## src/rtl/mvd_defines.sv

```systemverilog
// Shared definitions for the MV-candidate fetch path: region codes,
// read-port select encodings, fetch FSM states and small decode helpers.
package mvd_defines;

    // Candidate region codes carried in the top two address bits.
    localparam logic [1:0] CAN_NONE = 2'b00;
    localparam logic [1:0] CAN_NBR  = 2'b01;
    localparam logic [1:0] CAN_CUR  = 2'b10;

    // MV storage selects presented to the read-port arbiter.
    localparam logic [1:0] RD_SEL_NONE = 2'd0;
    localparam logic [1:0] RD_SEL_LEFT = 2'd1;
    localparam logic [1:0] RD_SEL_TOP  = 2'd2;
    localparam logic [1:0] RD_SEL_CUR  = 2'd3;

    typedef enum logic [2:0] {
        ST_IDLE,
        ST_REQ_A,
        ST_REQ_B,
        ST_DRAIN,
        ST_DONE
    } fetch_state_e;

    // A candidate is fetched only for the two defined region codes; the
    // reserved code 11 behaves exactly like "no candidate".
    function automatic logic cand_present(input logic [1:0] code);
        return (code == CAN_NBR) || (code == CAN_CUR);
    endfunction

    // Neighbour code maps to the left column for A and the top line for B.
    function automatic logic [1:0] cand_sel(input logic [1:0] code, input logic is_b);
        logic [1:0] sel;
        sel = RD_SEL_NONE;
        case (code)
            CAN_NBR: sel = is_b ? RD_SEL_TOP : RD_SEL_LEFT;
            CAN_CUR: sel = RD_SEL_CUR;
            default: sel = RD_SEL_NONE;
        endcase
        return sel;
    endfunction

endpackage

```

## src/rtl/mvd_rd_tag_pipe.sv

```systemverilog
// RD_LAT-deep shift register of {vld, is_b} tags that follows each granted
// read until its data returns; the tail stage lines up with rd_data.
module mvd_rd_tag_pipe #(
    parameter int RD_LAT = 1
) (
    input  logic clk,
    input  logic rst,
    input  logic load_i,
    input  logic is_b_i,
    output logic tail_vld_o,
    output logic tail_is_b_o,
    output logic inflight_o
);

    logic [RD_LAT-1:0] vld_q;
    logic [RD_LAT-1:0] isb_q;
    logic [RD_LAT:0]   vld_ext;
    logic [RD_LAT:0]   isb_ext;

    // Stage 0 takes the new tag, the top bit of the extended vector is the
    // stage leaving the pipe this cycle.
    assign vld_ext = {vld_q, load_i};
    assign isb_ext = {isb_q, is_b_i};

    assign tail_vld_o  = vld_ext[RD_LAT];
    assign tail_is_b_o = isb_ext[RD_LAT];
    // Tags still in the pipe once this cycle's tail has been consumed.
    assign inflight_o  = |vld_ext[RD_LAT-1:0];

    // Advance the tag pipe; reset flushes any outstanding returns.
    always_ff @(posedge clk) begin
        // NOTE: state registers use non-blocking assignments so every flop
        // samples pre-edge values regardless of block evaluation order.
        if (rst) begin
            vld_q <= '0;
            isb_q <= '0;
        end else begin
            vld_q <= vld_ext[RD_LAT-1:0];
            isb_q <= isb_ext[RD_LAT-1:0];
        end
    end

endmodule

```

## src/rtl/mvd_can_mv_fetch_ctrl.sv

```systemverilog
// Fetches the spatial A (left) and B (top) MV candidates of one PU over a
// shared, arbitrated MV read port and returns both MVs with valid flags.
module mvd_can_mv_fetch_ctrl
    import mvd_defines::*;
#(
    parameter int MV_W   = 32,
    parameter int RD_LAT = 1
) (
    input  logic            clk,
    input  logic            rst,
    input  logic            start_i,
    input  logic [7:0]      a_addr_i,
    input  logic [8:0]      b_addr_i,
    output logic            busy_o,
    output logic            done_o,
    output logic            rd_req_o,
    output logic [1:0]      rd_sel_o,
    output logic [6:0]      rd_addr_o,
    input  logic            rd_gnt_i,
    input  logic [MV_W-1:0] rd_data_i,
    output logic [MV_W-1:0] mv_a_o,
    output logic            mv_a_valid_o,
    output logic [MV_W-1:0] mv_b_o,
    output logic            mv_b_valid_o
);

    fetch_state_e    state_q, state_d;
    logic [7:0]      a_addr_q;
    logic [8:0]      b_addr_q;
    logic [MV_W-1:0] mv_a_q, mv_b_q;
    logic            mv_a_vld_q, mv_b_vld_q;

    logic            accept;
    logic            granted;
    logic            tail_vld;
    logic            tail_is_b;
    logic            inflight;

    assign accept  = (state_q == ST_IDLE) && start_i;
    assign granted = rd_req_o && rd_gnt_i;

    mvd_rd_tag_pipe #(
        .RD_LAT (RD_LAT)
    ) u_tag_pipe (
        .clk         (clk),
        .rst         (rst),
        .load_i      (granted),
        .is_b_i      (state_q == ST_REQ_B),
        .tail_vld_o  (tail_vld),
        .tail_is_b_o (tail_is_b),
        .inflight_o  (inflight)
    );

    // FSM state register.
    always_ff @(posedge clk) begin
        if (rst) begin
            state_q <= ST_IDLE;
        end else begin
            state_q <= state_d;
        end
    end

    // Latch the candidate addresses of the accepted PU.
    always_ff @(posedge clk) begin
        if (rst) begin
            a_addr_q <= '0;
            b_addr_q <= '0;
        end else if (accept) begin
            a_addr_q <= a_addr_i;
            b_addr_q <= b_addr_i;
        end
    end

    // Capture returning MVs on the tag tail; cleared when a new PU starts.
    always_ff @(posedge clk) begin
        // NOTE: the result registers drive outputs directly, so they are reset
        // to read 0 after reset instead of showing a stale MV.
        if (rst) begin
            mv_a_q     <= '0;
            mv_a_vld_q <= 1'b0;
            mv_b_q     <= '0;
            mv_b_vld_q <= 1'b0;
        end else if (accept) begin
            mv_a_q     <= '0;
            mv_a_vld_q <= 1'b0;
            mv_b_q     <= '0;
            mv_b_vld_q <= 1'b0;
        end else if (tail_vld) begin
            if (tail_is_b) begin
                mv_b_q     <= rd_data_i;
                mv_b_vld_q <= 1'b1;
            end else begin
                mv_a_q     <= rd_data_i;
                mv_a_vld_q <= 1'b1;
            end
        end
    end

    // Next-state logic plus the read-port request, select and address.
    always_comb begin
        // NOTE: every signal gets a default before the case so no path leaves
        // one unassigned, which would otherwise infer a latch.
        state_d   = state_q;
        rd_req_o  = 1'b0;
        rd_sel_o  = RD_SEL_NONE;
        rd_addr_o = '0;
        case (state_q)
            ST_IDLE: begin
                if (start_i) begin
                    if (cand_present(a_addr_i[7:6])) begin
                        state_d = ST_REQ_A;
                    end else if (cand_present(b_addr_i[8:7])) begin
                        state_d = ST_REQ_B;
                    end else begin
                        state_d = ST_DONE;
                    end
                end
            end
            ST_REQ_A: begin
                rd_req_o  = 1'b1;
                rd_sel_o  = cand_sel(a_addr_q[7:6], 1'b0);
                rd_addr_o = {a_addr_q[5:3], 1'b0, a_addr_q[2:0]};
                if (rd_gnt_i) begin
                    state_d = cand_present(b_addr_q[8:7]) ? ST_REQ_B : ST_DRAIN;
                end
            end
            ST_REQ_B: begin
                rd_req_o  = 1'b1;
                rd_sel_o  = cand_sel(b_addr_q[8:7], 1'b1);
                rd_addr_o = b_addr_q[6:0];
                if (rd_gnt_i) begin
                    state_d = ST_DRAIN;
                end
            end
            ST_DRAIN: begin
                if (!inflight) begin
                    state_d = ST_DONE;
                end
            end
            ST_DONE: begin
                state_d = ST_IDLE;
            end
            default: begin
                state_d = ST_IDLE;
            end
        endcase
    end

    assign busy_o       = (state_q != ST_IDLE);
    assign done_o       = (state_q == ST_DONE);
    assign mv_a_o       = mv_a_q;
    assign mv_a_valid_o = mv_a_vld_q;
    assign mv_b_o       = mv_b_q;
    assign mv_b_valid_o = mv_b_vld_q;

endmodule

```

## config.mk

```make
export PLATFORM = sky130hd
export DESIGN_NAME = mvd_can_mv_fetch_ctrl
export DESIGN_NICKNAME = d
export VERILOG_FILES = /design/src/rtl/mvd_defines.sv /design/src/rtl/mvd_rd_tag_pipe.sv /design/src/rtl/mvd_can_mv_fetch_ctrl.sv
export SDC_FILE = /design/constraint.sdc
export NUM_CORES = 1
export LEC_CHECK = 0
export CAP_MARGIN = 10
export CORE_MARGIN = 3
export CORE_UTILIZATION = 39
export CTS_CLUSTER_SIZE = 28
export DETAILED_ROUTE_END_ITERATION = 12
export GPL_TIMING_DRIVEN = 0
export HOLD_SLACK_MARGIN = 0.1
export PLACE_DENSITY_LB_ADDON = 0.08
export SYNTH_ARGS = -nofsm -noshare
export SYNTH_HDL_FRONTEND = slang
export SYNTH_HIERARCHICAL = 1
export SYNTH_SLANG_ARGS = --single-unit
```

## constraint.sdc

```tcl
create_clock -name clk -period 2.02 [get_ports clk]
set_clock_uncertainty 0.15 [all_clocks]
set_input_delay 0.202 -clock clk [delete_from_list [all_inputs] [get_ports clk]]
set_output_delay 0.202 -clock clk [all_outputs]
set_load 0.01 [all_outputs]
```

==> results of run 1 <==
==> layer usage <==
metal  global-route usage, %  routed length (um)  vias up
met5                       0                   0        -
met2                    29.9                4250       93
met4                    6.83                 110        0
met3                    4.98                 611        8
met1                    23.8                4240     1503
li1                        -                   -     1681
==> sequential cells by signal, indices dropped and copies added (netlist names), 3 cells and up <==
register and cells:
a_addr_q 8, b_addr_q 9, mv_a_o 32, mv_b_o 32, state_q 3
==> critical path, cell delays in order (launching register included) <==
cell and delay, ps:
dfxtp_1 310, buf_6 130, nor2_1 130, and2_1 140, clkdlybuf4s50_1 530
==> power breakdown <==
part / total (uW) / leakage (uW) / internal [uW] / switching [uW]
registers: 1970 / 0.000714 / 1880 / 93.9
clock network: 1360 / 0.000113 / 735 / 628
logic: 1460 / 0.000983 / 681 / 776
total: 4800 / 0.00181 / 3300 / 1500
==> timing repair <==
item                                    4_1_cts  5_1_grt
hold endpoints to repair                      0        0
endpoints found under the setup margin       14       12
buffers inserted                              1        0
hold buffers                                  0        0
resized for setup                            27       10
pin swaps                                     0        0
cloned                                        1        0
==> synth_stat cells, drive strengths merged, types with 3 or more instances <==
cell and instances:
nor2 15, nor2b 5, inv 5, buf 17, dfxtp 88, a22oi 7
nand2 169, and2 5, a21oi 84, clkbuf 15, nand2b 3, nor3 3
==> cell families (layout without fill, tap and decap cells) <==
logic type / after synthesis / after routing / synth area share [%]
XOR/XNOR: 2 / 2 / 0.517
adder cells (fa/ha/maj): 2 / 2 / 0.739
buffers and inverters: 37 / 185 / 6.21
AO/OA/AOI/OAI: 98 / 98 / 15.6
flip-flops: 88 / 88 / 52.0
multiplexers: 2 / 2 / 0.628
AND/OR/NAND/NOR: 203 / 203 / 24.3
==> worst max-delay path by stage <==
| stage | cells past startpoint | end | startpoint |
|---|---|---|---|
| 2_1_floorplan | 10 | state_q[0] | state_q[1] |
| 3_3_place_gp | 10 | state_q[0] | state_q[1] |
| 3_5_place_dp | 10 | state_q[0] | state_q[1] |
| 4_1_cts | 10 | state_q[2] | state_q[1] |
| 5_1_grt | 4 | done_o | state_q[1] |
| 6_report | 4 | done_o | state_q[1] |
==> through the flow <==
stage | utilization (%) | TNS, ps | setup WS, ps | instance area (um^2)
after floorplan | - | 0 | 33.0 | 3390
after global placement | 57.8 | -422 | -160 | 4820
after detailed placement | 57.8 | -459 | -171 | 4820
after CTS | 61.1 | 0 | 3.62 | 5090
after global routing | 61.3 | 0 | 0.332 | 5110
final | 61.3 | 0 | 86.4 | 5110
==> layout by cell type (no fill, tap or decap), types with 2 or more instances in the layout <==
| cell type | netlist | routed |
|---|---|---|
| nand2_1 | 168 | 168 |
| nand2b_1 | 2 | 2 |
| buf_6 | 6 | 8 |
| clkdlybuf4s15_1 | 0 | 4 |
| clkdlybuf4s50_1 | 0 | 120 |
| bufinv_16 | 0 | 2 |
| nor3_1 | 2 | 2 |
| dfxtp_4 | 0 | 2 |
| a22oi_1 | 7 | 7 |
| nor2b_1 | 5 | 3 |
| dlygate4sd2_1 | 0 | 5 |
| and3_1 | 2 | 2 |
| buf_2 | 9 | 7 |
| clkbuf_1 | 15 | 14 |
| and2_1 | 5 | 4 |
| a21oi_1 | 84 | 83 |
| buf_4 | 1 | 3 |
| dfxtp_1 | 88 | 86 |
| clkbuf_8 | 0 | 11 |
| inv_1 | 5 | 5 |
| ha_1 | 2 | 2 |
| nor2_1 | 15 | 15 |
==> layout make-up <==
cell class / count / area share, %
inverter: 5 / 0.367
tap: 105 / 2.57
multi-input combinational: 307 / 28.3
timing repair buffer: 132 / 25.5
buffer: 32 / 4.23
sequential: 88 / 34.6
clock buffer: 10 / 2.69
clock inverter: 6 / 1.76
==> impl_results.md, run 1 <==
- Vias in the first global route: 3,148
- Register area share after synthesis: 52.0%
- Count of state elements after synthesis: 88
- Crit path capture type: output port
- Top_reg_cell synth: dfxtp_1
- CTS tree: yes
- Share of layout cells above drive strength 1: 8.62%
- R2R Setup Slk: 90 ps
- EDFF count, synth: 0
- Port bufs: 130
- Die height: 99.2 um
- Placer's final routability congestion estimate: 0.809
- Syn Area/Cell: 7.84 um^2
- Max-Cap Viols: 0
- Actual slew at the worst max-slew pin: 495 ps
- Grt ovf: 0
- Hold path cells: 3
- Pin count of the biggest net entering global routing: 16
- Number of top-level pins: 131
- CTS H-tree depth: 3
- Min Tclk post-route: 1930 ps
- Synth area leaders: dfxtp_1, nand2_1, a21oi_1
- Hold path endpoint: a_addr_q[3]
- Status: completed
- P per Cell Area: 938 nW/um^2
- Reg2Reg Depth: 10
- Syn nets: 487
- Yosys warnings: 6
- Worst Path Max Fanout: 5
- CTS sink count: 88
- Gr usage total: 18.5%
- Total CTS buffers: 9
- Final Hold Violating Endpoints: 0
- # placed instances: 667
- Inserted Diodes: 0
- Initial antenna violation count: 0
- Antenna-violating nets left: 0
- Final Setup Violations: 0
- Hold Crit Start: a_addr_i[3]
- 1st-iter DRT viols: 86
- Leakage power: 0.00181 uW
- CTS root buf: clkbuf_8
- Largest area contributor in the netlist: dfxtp_1
- Netlist Area Pre-Place: 3390 um^2
- Core Box Area: 8340 um^2
- Max Clock Freq: 517 MHz
- Skew-Pair Late Insertion Delay: 340 ps
- Fin crit share: 95.7%
- HP Class: input pin to register
- Slew Viols, Final: 0
- First drt pass iteration count: 4
- Layout Nets: 630
- VDD IR max: 0.461 mV
- Filler cells: 796
- Area growth syn-to-layout: 51.0%
- Worst EP required: 1670 ps
- Wirelength per Cell: 13.4 um
- Gate Count Post-Synth: 432
- Final cell count without fillers: 685
- Vias: 3,285
- FP Rows: 33
- Reg-to-Reg Start: state_q[1]
- Seq. cell area: 1770 um^2
- Reg clk slew, reported paths: 80 ps
- RSZ-0062 raised after global routing: no
- DRC: 0
- Routed WL: 9210 um
- Max clock buf depth: 2
- First-pass GRT wire length: 14,800 um
- Multi-input gate area: 1450 um^2
- Asr flop ratio synth: 0%
- Worst setup path class: register to output port
- Hold slack: 252 ps
- Worst Setup Start Kind: register
- Library cells used by synthesis: 32
- Die W: 99.2 um
- Post-DP HPWL: 6720 um
- Worst r2r dst: state_q[0]
- Total power: 4800 uW
- Die area: 9840 um^2
- Starting Density: 40.6%
- CP arrival: 1580 ps
- Area share of the leading cell type in the synthesized netlist: 52.0%
- Slew HR: 67.0%
- Vias per Instance: 4.80
(Power assumes the default switching activity.)
==> run 2, diff against run 1 <==
--- a/config.mk
+++ b/config.mk
@@ -6,6 +6,7 @@
 export NUM_CORES = 1
 export LEC_CHECK = 0
 export CAP_MARGIN = 10
+export CORE_ASPECT_RATIO = 0.5
 export CORE_MARGIN = 3
 export CORE_UTILIZATION = 39
 export CTS_CLUSTER_SIZE = 28
@@ -13,6 +14,7 @@
 export GPL_TIMING_DRIVEN = 0
 export HOLD_SLACK_MARGIN = 0.1
 export PLACE_DENSITY_LB_ADDON = 0.08
+export SKIP_CTS_REPAIR_TIMING = 1
 export SYNTH_ARGS = -nofsm -noshare
 export SYNTH_HDL_FRONTEND = slang
 export SYNTH_HIERARCHICAL = 1
==> impl_results.md, run 2 (synthesized netlist as in run 1, its figures left out) <==
- CTS tree: yes
- Worst setup path class: register to register
- Vias: 3,305
- HP Class: input pin to register
- Critical Path Start: state_q[1]
- Vias per Instance: 4.74
- Routed WL: 9360 um
- CP arrival: 2070 ps
- Layout Nets: 636
- Max-Cap Viols: 0
- Post-DP HPWL: 6840 um
- Leakage power: 0.00198 uW
- Sw power: 1490 uW
- Final Hold Violating Endpoints: 0
- Slew HR: 65.0%
- Final core utilization: 63.4%
- Core Box Area: 8230 um^2
- Skew-Pair Late Insertion Delay: 330 ps
- Max clock buf depth: 2
- Total CTS buffers: 9
- Pin count of the biggest net entering global routing: 14
- Gr usage total: 18.9%
- Initial antenna violation count: 0
- Inserted Diodes: 0
- Setup TNS: 0 ps
- Antenna-violating nets left: 0
- Placer's final routability congestion estimate: 0.772
- Final Setup Violations: 0
- Fin crit share: 99.3%
- Status: completed
- CTS root buf: clkbuf_16
- Reg clk slew, reported paths: 60 ps
- Worst Path Max Fanout: 8
- Crit path cell chain: buf_6 > nor2b_1 > buf_4 > o21ba_2 > and2_4 > buf_4 > inv_1 > mux2i_2 > a21oi_1 > a32o_1
- Commonest non-fill, non-tap cells in the layout: nand2_1, clkdlybuf4s50_1, dfxtp_1
- Largest delay share family, worst path: compound AO/OA/AOI/OAI gates
- Port bufs: 130
- CTS sink count: 88
- Vias in the first global route: 3,039
- Most Frequent Cell on Critical Path: buf_4
- CTS H-tree depth: 3
- DRC: 0
- Area growth syn-to-layout: 54.0%
- 1st-iter DRT viols: 114
- Wirelength per Cell: 13.4 um
- Worst EP required: 2090 ps
- First-pass GRT wire length: 14,900 um
- Filler cells: 752
- Slowest-stage cell, CP: dfxtp_1
- # placed instances: 674
- Worst Setup Start Kind: register
- FP Rows: 23
- Grt ovf: 0
- Reg-to-Reg Start: state_q[1]
- Hold Crit Start: a_addr_i[2]
- Min Tclk post-route: 2010 ps
- Multi-input gate area: 1430 um^2
- Die W: 138 um
- Internal: 3580 uW
- Max incr delay on CP: 320 ps
- Share of layout cells above drive strength 1: 9.23%
- Crit path capture type: register
- Seq. cell area: 1760 um^2
- Max Clock Freq: 498 MHz
- First drt pass iteration count: 4
- Number of top-level pins: 131
- Sw Share: 29.4%
- Clock share of power: 31.2%
- Flop pwr share: 38.8%
- Final cell count without fillers: 697
- RSZ-0062 raised after global routing: yes
- P per Cell Area: 973 nW/um^2
- Most common cell after layout, fill and taps aside: nand2_1
- Die area: 9910 um^2
- Die height: 71.9 um
- Gate power share: 30.0%
- Slew Viols, Final: 0
- VDD IR max: 0.590 mV
- Starting Density: 41.2%
- Actual slew at the worst max-slew pin: 525 ps
- R2R Setup Slk: 10 ps
- Critical path buffers and inverters: 4
run 2: cell types whose count changed in the layout (fill, tap and decap cells not counted), moves of 2 or more:
cell,before,now
dlymetal6s2s_1,0,8
dfxtp_4,2,0
nor2b_1,3,5
clkbuf_16,0,9
clkbuf_8,11,4
dlygate4sd2_1,5,0
dfxtp_2,0,2
buf_4,3,12
clkbuf_2,1,3
clkdlybuf4s15_1,4,0
bufinv_16,2,0
run 2: stage by stage:
stage / worst slack (ps) / hold WS, ps / total power, uW / instance area [um^2]
detailed placement: -145 / 296 / 3380 / 4830
global route: -129 / 272 / 5370 / 5220
floorplan: 33.0 / 124 / 2830 / 3390
finish: 13.8 / 273 / 5070 / 5220
global placement: -149 / 290 / 3370 / 4830
CTS: -349 / 262 / 4990 / 5120
run 2: power by group through the flow:
| stage | Sequential (uW) | Combinational, uW | Clock (uW) |
|---|---|---|---|
| 6_report | 1970 | 1520 | 1580 |
| 2_1_floorplan | 2000 | 830 | 0 |
| 4_1_cts | 1960 | 1400 | 1630 |
| 3_5_place_dp | 2000 | 1380 | 0 |
| 3_3_place_gp | 2000 | 1370 | 0 |
| 5_1_grt | 1980 | 1680 | 1700 |
run 2: metal layers:
metal	part of all wire, %	up-vias	global-route usage (%)
li1	-	1697	-
met1	46	1500	24.6
met2	46	98	30.9
met3	6.9	10	6.23
met4	1.2	0	4.38
met5	0	-	0
run 2: worst paths after layout:
path                 end  cells past startpoint
max           state_q[0]                     10
min          a_addr_q[2]                      3
max reg2reg   state_q[0]                     10
min reg2reg    mv_b_o[2]                      2
run 2: area by class of cell:
cell class                 instances  area share, %
clock buffer                      13           5.37
multi-input combinational        307           27.4
sequential                        88           33.8
inverter                           5          0.360
timing repair buffer             138           26.2
buffer                            32           3.96
tap                              112           2.69
clock inverter                     2          0.240
run 2: tightest hold or removal path, delay by kind of cell:
family	cells	cell delay (ps)
AOI/OAI and AO/OA	1	50
buffers and inverters	1	400
and+or+nand+nor	1	50
==> run 3, diff against run 2 <==
--- a/config.mk
+++ b/config.mk
@@ -13,7 +13,7 @@
 export DETAILED_ROUTE_END_ITERATION = 12
 export GPL_TIMING_DRIVEN = 0
 export HOLD_SLACK_MARGIN = 0.1
-export PLACE_DENSITY_LB_ADDON = 0.08
+export PLACE_DENSITY = 0.83
 export SKIP_CTS_REPAIR_TIMING = 1
 export SYNTH_ARGS = -nofsm -noshare
 export SYNTH_HDL_FRONTEND = slang
==> impl_results.md, run 3 (synthesized netlist as in run 1, its figures left out) <==
- CTS root buf: clkbuf_16
- R2R Setup Slk: 80 ps
- Largest delay share family, worst path: buffers and inverters
- P per Cell Area: 958 nW/um^2
- Die height: 71.9 um
- Fin crit share: 96.8%
- Status: completed
- Hold path cells: 3
- Die area: 9910 um^2
- Crit path cell chain: buf_6 > nor2b_4 > buf_4 > buf_4 > a22oi_1 > nor2_1 > dlymetal6s2s_1
- Core Box Area: 8230 um^2
- Slew HR: 64.3%
- Worst r2r dst: state_q[0]
- Slowest-stage cell, CP: dfxtp_1
- Final Hold Violating Endpoints: 0
- CTS H-tree depth: 3
- Reg-to-Reg Start: state_q[1]
- Design area: 5230 um^2
- Skew-Pair Late Insertion Delay: 330 ps
- Vias: 3,291
- Share of layout cells above drive strength 1: 8.61%
- Reg clk slew, reported paths: 60 ps
- Placer's final routability congestion estimate: 0.829
- 1st-iter DRT viols: 129
- Pin count of the biggest net entering global routing: 14
- Vias per Instance: 4.75
- CTS tree: yes
- Crit path capture type: output port
- Final Setup Violations: 0
- VDD IR max: 0.640 mV
- Total CTS buffers: 9
- Most Frequent Cell on Critical Path: buf_4
- Commonest non-fill, non-tap cells in the layout: nand2_1, clkdlybuf4s50_1, dfxtp_1
- Filler cells: 726
- Max incr delay on CP: 300 ps
- Gr usage total: 19.1%
- HP Class: input pin to register
- Inserted Diodes: 0
- Grt ovf: 0
- Worst EP required: 1670 ps
- Critical path buffers and inverters: 4
- DRC: 0
- Worst Path Max Fanout: 10
- Die W: 138 um
- Layout Nets: 632
- Hold path endpoint: b_addr_q[0]
- Min Tclk post-route: 1960 ps
- Max clock buf depth: 2
- Starting Density: 41.2%
- Setup TNS: 0 ps
- Max-Cap Viols: 0
- Max Clock Freq: 511 MHz
- Number of top-level pins: 131
- First drt pass iteration count: 4
- Post-Place Cell Area: 4830 um^2
- Actual slew at the worst max-slew pin: 535 ps
- CTS sink count: 88
- Worst Setup Start Kind: register
- Worst setup path class: register to output port
- Vias in the first global route: 3,132
- Area growth syn-to-layout: 54.4%
- Initial antenna violation count: 0
- Reg2Reg Depth: 10
- Leakage power: 0.00199 uW
- CP arrival: 1600 ps
- Slew Viols, Final: 0
- Post-DP HPWL: 6850 um
- Routed WL: 9360 um
- Hold Crit Start: b_addr_i[0]
- RSZ-0062 raised after global routing: yes
- Most common cell after layout, fill and taps aside: nand2_1
- First-pass GRT wire length: 15,000 um
- FP Rows: 23
- Final core utilization: 63.5%
- Antenna-violating nets left: 0
- Wirelength per Cell: 13.5 um
- Port bufs: 130
## run 3: cell count changes in the layout (fill, tap and decap cells not counted), moves of 2 or more
| cell | before | now |
|---|---|---|
| clkbuf_8 | 4 | 2 |
| clkbuf_2 | 3 | 0 |
| buf_4 | 12 | 8 |
| dlymetal6s2s_1 | 8 | 10 |
## run 3: routing by layer
| layer | vias up | GRT usage, % | routed length, um |
|---|---|---|---|
| met5 | - | 0 | 0 |
| met1 | 1493 | 24.1 | 4120 |
| li1 | 1689 | - | - |
| met3 | 17 | 4.85 | 564 |
| met4 | 0 | 6.46 | 190 |
| met2 | 92 | 32.2 | 4490 |
## run 3: worst max-delay path by stage
stage | start | end | slack, ps | depth (start not counted)
global route | state_q[0] | rd_sel_o[0] | -40 | 6
global placement | state_q[1] | state_q[0] | -150 | 10
finish | state_q[1] | rd_addr_o[2] | 60 | 7
CTS | state_q[1] | rd_sel_o[0] | -400 | 6
floorplan | state_q[1] | state_q[0] | 30 | 10
detailed placement | state_q[1] | state_q[0] | -190 | 10
## run 3: worst min-delay path, delay by kind of cell
family                 cells  cell delay (ps)
buffers and inverters      1              390
AO/OA/AOI/OAI              1               50
AND/OR/NAND/NOR            1               50
## run 3: final cells by class
type | count | area [um^2] | share of cell area, %
Buffer | 32 | 209 | 4.00
Clock buffer | 12 | 256 | 4.91
Clock inverter | 3 | 17.5 | 0.335
Inverter | 5 | 18.8 | 0.359
Multi-Input combinational cell | 307 | 1460 | 28.0
Sequential cell | 88 | 1770 | 33.8
Tap cell | 112 | 140 | 2.68
Timing Repair Buffer | 134 | 1360 | 25.9
## run 3: where the power goes
part | leakage (uW) | total (uW) | switching, uW | internal, uW
clock network | 0.000134 | 1520 | 629 | 889
logic | 0.00114 | 1510 | 789 | 726
registers | 0.000713 | 1980 | 95.4 | 1880
total | 0.00199 | 5010 | 1510 | 3500
## run 3: through the flow
| stage | setup WS [ps] | hold slack, ps | std cells | total power (uW) |
|---|---|---|---|---|
| detailed placement | -195 | 294 | 674 | 3390 |
| finish | 63.9 | 269 | 693 | 5010 |
| floorplan | 33.0 | 124 | 432 | 2830 |
| global route | -40.1 | 272 | 693 | 5270 |
| CTS | -395 | 255 | 689 | 4920 |
| global placement | -154 | 288 | 674 | 3360 |
==> edit, RTL diff (config.mk and constraints of run 3) <==
The 5 states of `fetch_state_e` get a one-hot encoding in 5 bits.
--- a/src/rtl/mvd_defines.sv
+++ b/src/rtl/mvd_defines.sv
@@ -15,8 +15,8 @@
 
-    typedef enum logic [2:0] {
-        ST_IDLE,
-        ST_REQ_A,
-        ST_REQ_B,
-        ST_DRAIN,
-        ST_DONE
+    typedef enum logic [4:0] {
+        ST_IDLE  = 5'b00001,
+        ST_REQ_A = 5'b00010,
+        ST_REQ_B = 5'b00100,
+        ST_DRAIN = 5'b01000,
+        ST_DONE  = 5'b10000
     } fetch_state_e;
Formal check against the unedited RTL: no difference found for any inputs over 10 cycles, from zero or initial values and one cycle with rst high; not proved beyond that.
==> edit against run 3 <==
The run now ends with setup timing left. Worst setup slack got worse by 250 ps. Wire length rose by 1.9%. Area after synthesis is 0.63% higher. First-iteration DRC count is 1.6% higher. Largest cell class unchanged. Non-clock buffer count down 1. Sequential cell count rose by 2. Count of clock-buffer cells in the layout down 1. Register-to-register slack gained 30 ps. Global-route usage fell by 0.25 points. Die area up 0.59%. Cell area shrank 0.77%.
Power is not compared: it rests on default switching activity, and its combinational part moved more than twofold at a synthesized area within 25%.
==> edit: results (changes against run 3) <==
status=finished, violations left (was complete, no violations); count of cell types in the netlist=34 (was 32); Relative slew margins=0.659 (was 0.643); worst vdd ir=0.000448 V; Yosys warnings=6 (unchanged); # setup viols final=6 (was 0); Crit Reg-Reg Startpoint=state_q[4] (was state_q[1]); slowest stage cell, crit path=or3_4 (was dfxtp_1); multiplexer share of the synthesized area=0.0499 (was 0.00628); DRT Pass-1 Iters=4 (unchanged); ys async rst share=0 (unchanged); sequential area share after synthesis=0.529 (was 0.520); HP Class=input port to flop (unchanged); Pleak=0.00192 µW; Worst-Skew Late Latency=330 ps (about the same); leading post-synthesis cells by cell area=dfxtp_1 (53%), nand2_1 (14%), a21oi_1 (9.7%), mux2i_1 (5.0%), nor2_1 (3.0%) (was dfxtp_1 (52%), nand2_1 (19%), a21oi_1 (12%), buf_6 (2.0%), clkbuf_1 (1.7%)); DR vias=3,263 (was 3,291); number of global-route vias before repair=3,175 (was 3,132); nets@finish=612 (was 632); CP Max Fanout=3 (was 10); Critical Path Sink=rd_addr_o[2] (unchanged); fillers=747 (was 726); CTS clk-pin slew, worst paths=60 ps (about the same); Setup WS post-layout=-182 ps (was 63.9 ps); CTS Buffer Depth=2 (unchanged); first-pass GRT wire length=15.2 mm (was 15.0 mm); layout cells sized above 1=0.0950 (was 0.0861); Placement Cell Area=4850 µm² (was 4830 µm²); pre-CTS WS=-387 ps (was -195 ps); Syn Nets=463 (was 487); crit path DAT=1850 ps (was 1600 ps); gr usage total=0.188 (was 0.191); Post-synth top cells=nand2_1 (131), dfxtp_1 (90), a21oi_1 (66), nor2_1 (27) (was nand2_1 (168), dfxtp_1 (88), a21oi_1 (84), clkbuf_1 (15), nor2_1 (15)); total wire length=9.54 mm (was 9.36 mm); Critical Path Max Stage Delay=400 ps (was 300 ps); flop2flop setup slack=110 ps (was 80 ps); initial antenna violation count=0 (unchanged); CTS H-tree lvls=3 (unchanged); post-synthesis adder-cell area fraction=0.00734 (was 0.00739); Port-buffer cells=130 (unchanged); Post-synth EDFFs=0 (unchanged); Detailed Place HPWL=7.10 mm (was 6.85 mm); DRT iter0 DRCs=131 (was 129); worst r2r path cells=7 (was 10); XOR/XNOR Fraction of Synth Area=0.00771 (was 0.00517); Inserted Clock Buffers=9 (unchanged); compound-gate portion of the synthesized area=0.135 (was 0.156); CTS Root Cell=clkbuf_16 (unchanged); Crit Reg-Reg Endpoint=mv_a_o[1] (was state_q[0]); area occupied by multi-input gates=1470 µm² (was 1460 µm²); CP Launch Point=state_q[0] (was state_q[1]); pin count of the biggest net entering global routing=13 (was 14); failing checks=setup timing; Antenna Cells=0 (unchanged); RePlAce Congestion=0.826 (was 0.829)
edit: cell families after synthesis:
group | Yosys count
mux | 17
compound gates | 81
xor+xnor | 3
flops | 90
buf+inv | 33
simple gates | 182
fa+ha+maj | 2
edit: layer usage:
layer  up-vias  wire, µm  part of all wire  track usage
met5         -         0                 0            0
met4         0       182             0.019       0.0668
met1      1541      4080              0.43        0.220
li1       1633         -                 -            -
met2        74      4900              0.51        0.340
met3        15       370             0.039       0.0507
edit: stage by stage:
step	TNS, ps	cells	hold slack [ps]
finish	-940	670	298
global route	-1900	670	298
CTS	-6540	662	286
detailed placement	-2710	650	297
global placement	-2580	650	291
floorplan	0	408	124
edit: area by class of cell:
class	instances	area share
Inverter	6	0.00434
Timing Repair Buffer	138	0.259
Sequential cell	90	0.349
Buffer	27	0.0263
Tap cell	112	0.0270
Clock buffer	11	0.0449
Clock inverter	1	0.00579
Multi-Input combinational cell	285	0.284
edit: worst min-delay path by stage:
stage	from	to	cells after the start
final	rd_data_i[13]	mv_b_o[13]	3
after global routing	rd_data_i[30]	mv_b_o[30]	3
after CTS	rd_data_i[13]	mv_b_o[13]	3
after detailed placement	mv_b_o[9]	mv_b_o[9]	2
after global placement	mv_b_o[0]	mv_b_o[0]	2
after floorplan	rst	u_tag_pipe/tail_is_b_o	1
edit: report_power, final:
group / switching, µW / leakage, µW / internal (µW)
combinational: 272 / 0.00106 / 286
clock: 605 / 0.000127 / 931
sequential: 39.7 / 0.000730 / 1840
total: 917 / 0.00192 / 3050
edit: critical path, delay by kind of cell, from the launching register on:
family | cells | cell delay (ps)
and+or+nand+nor | 2 | 620
buffers and inverters | 4 | 440
DFF | 1 | 340
AOI/OAI and AO/OA | 1 | 120
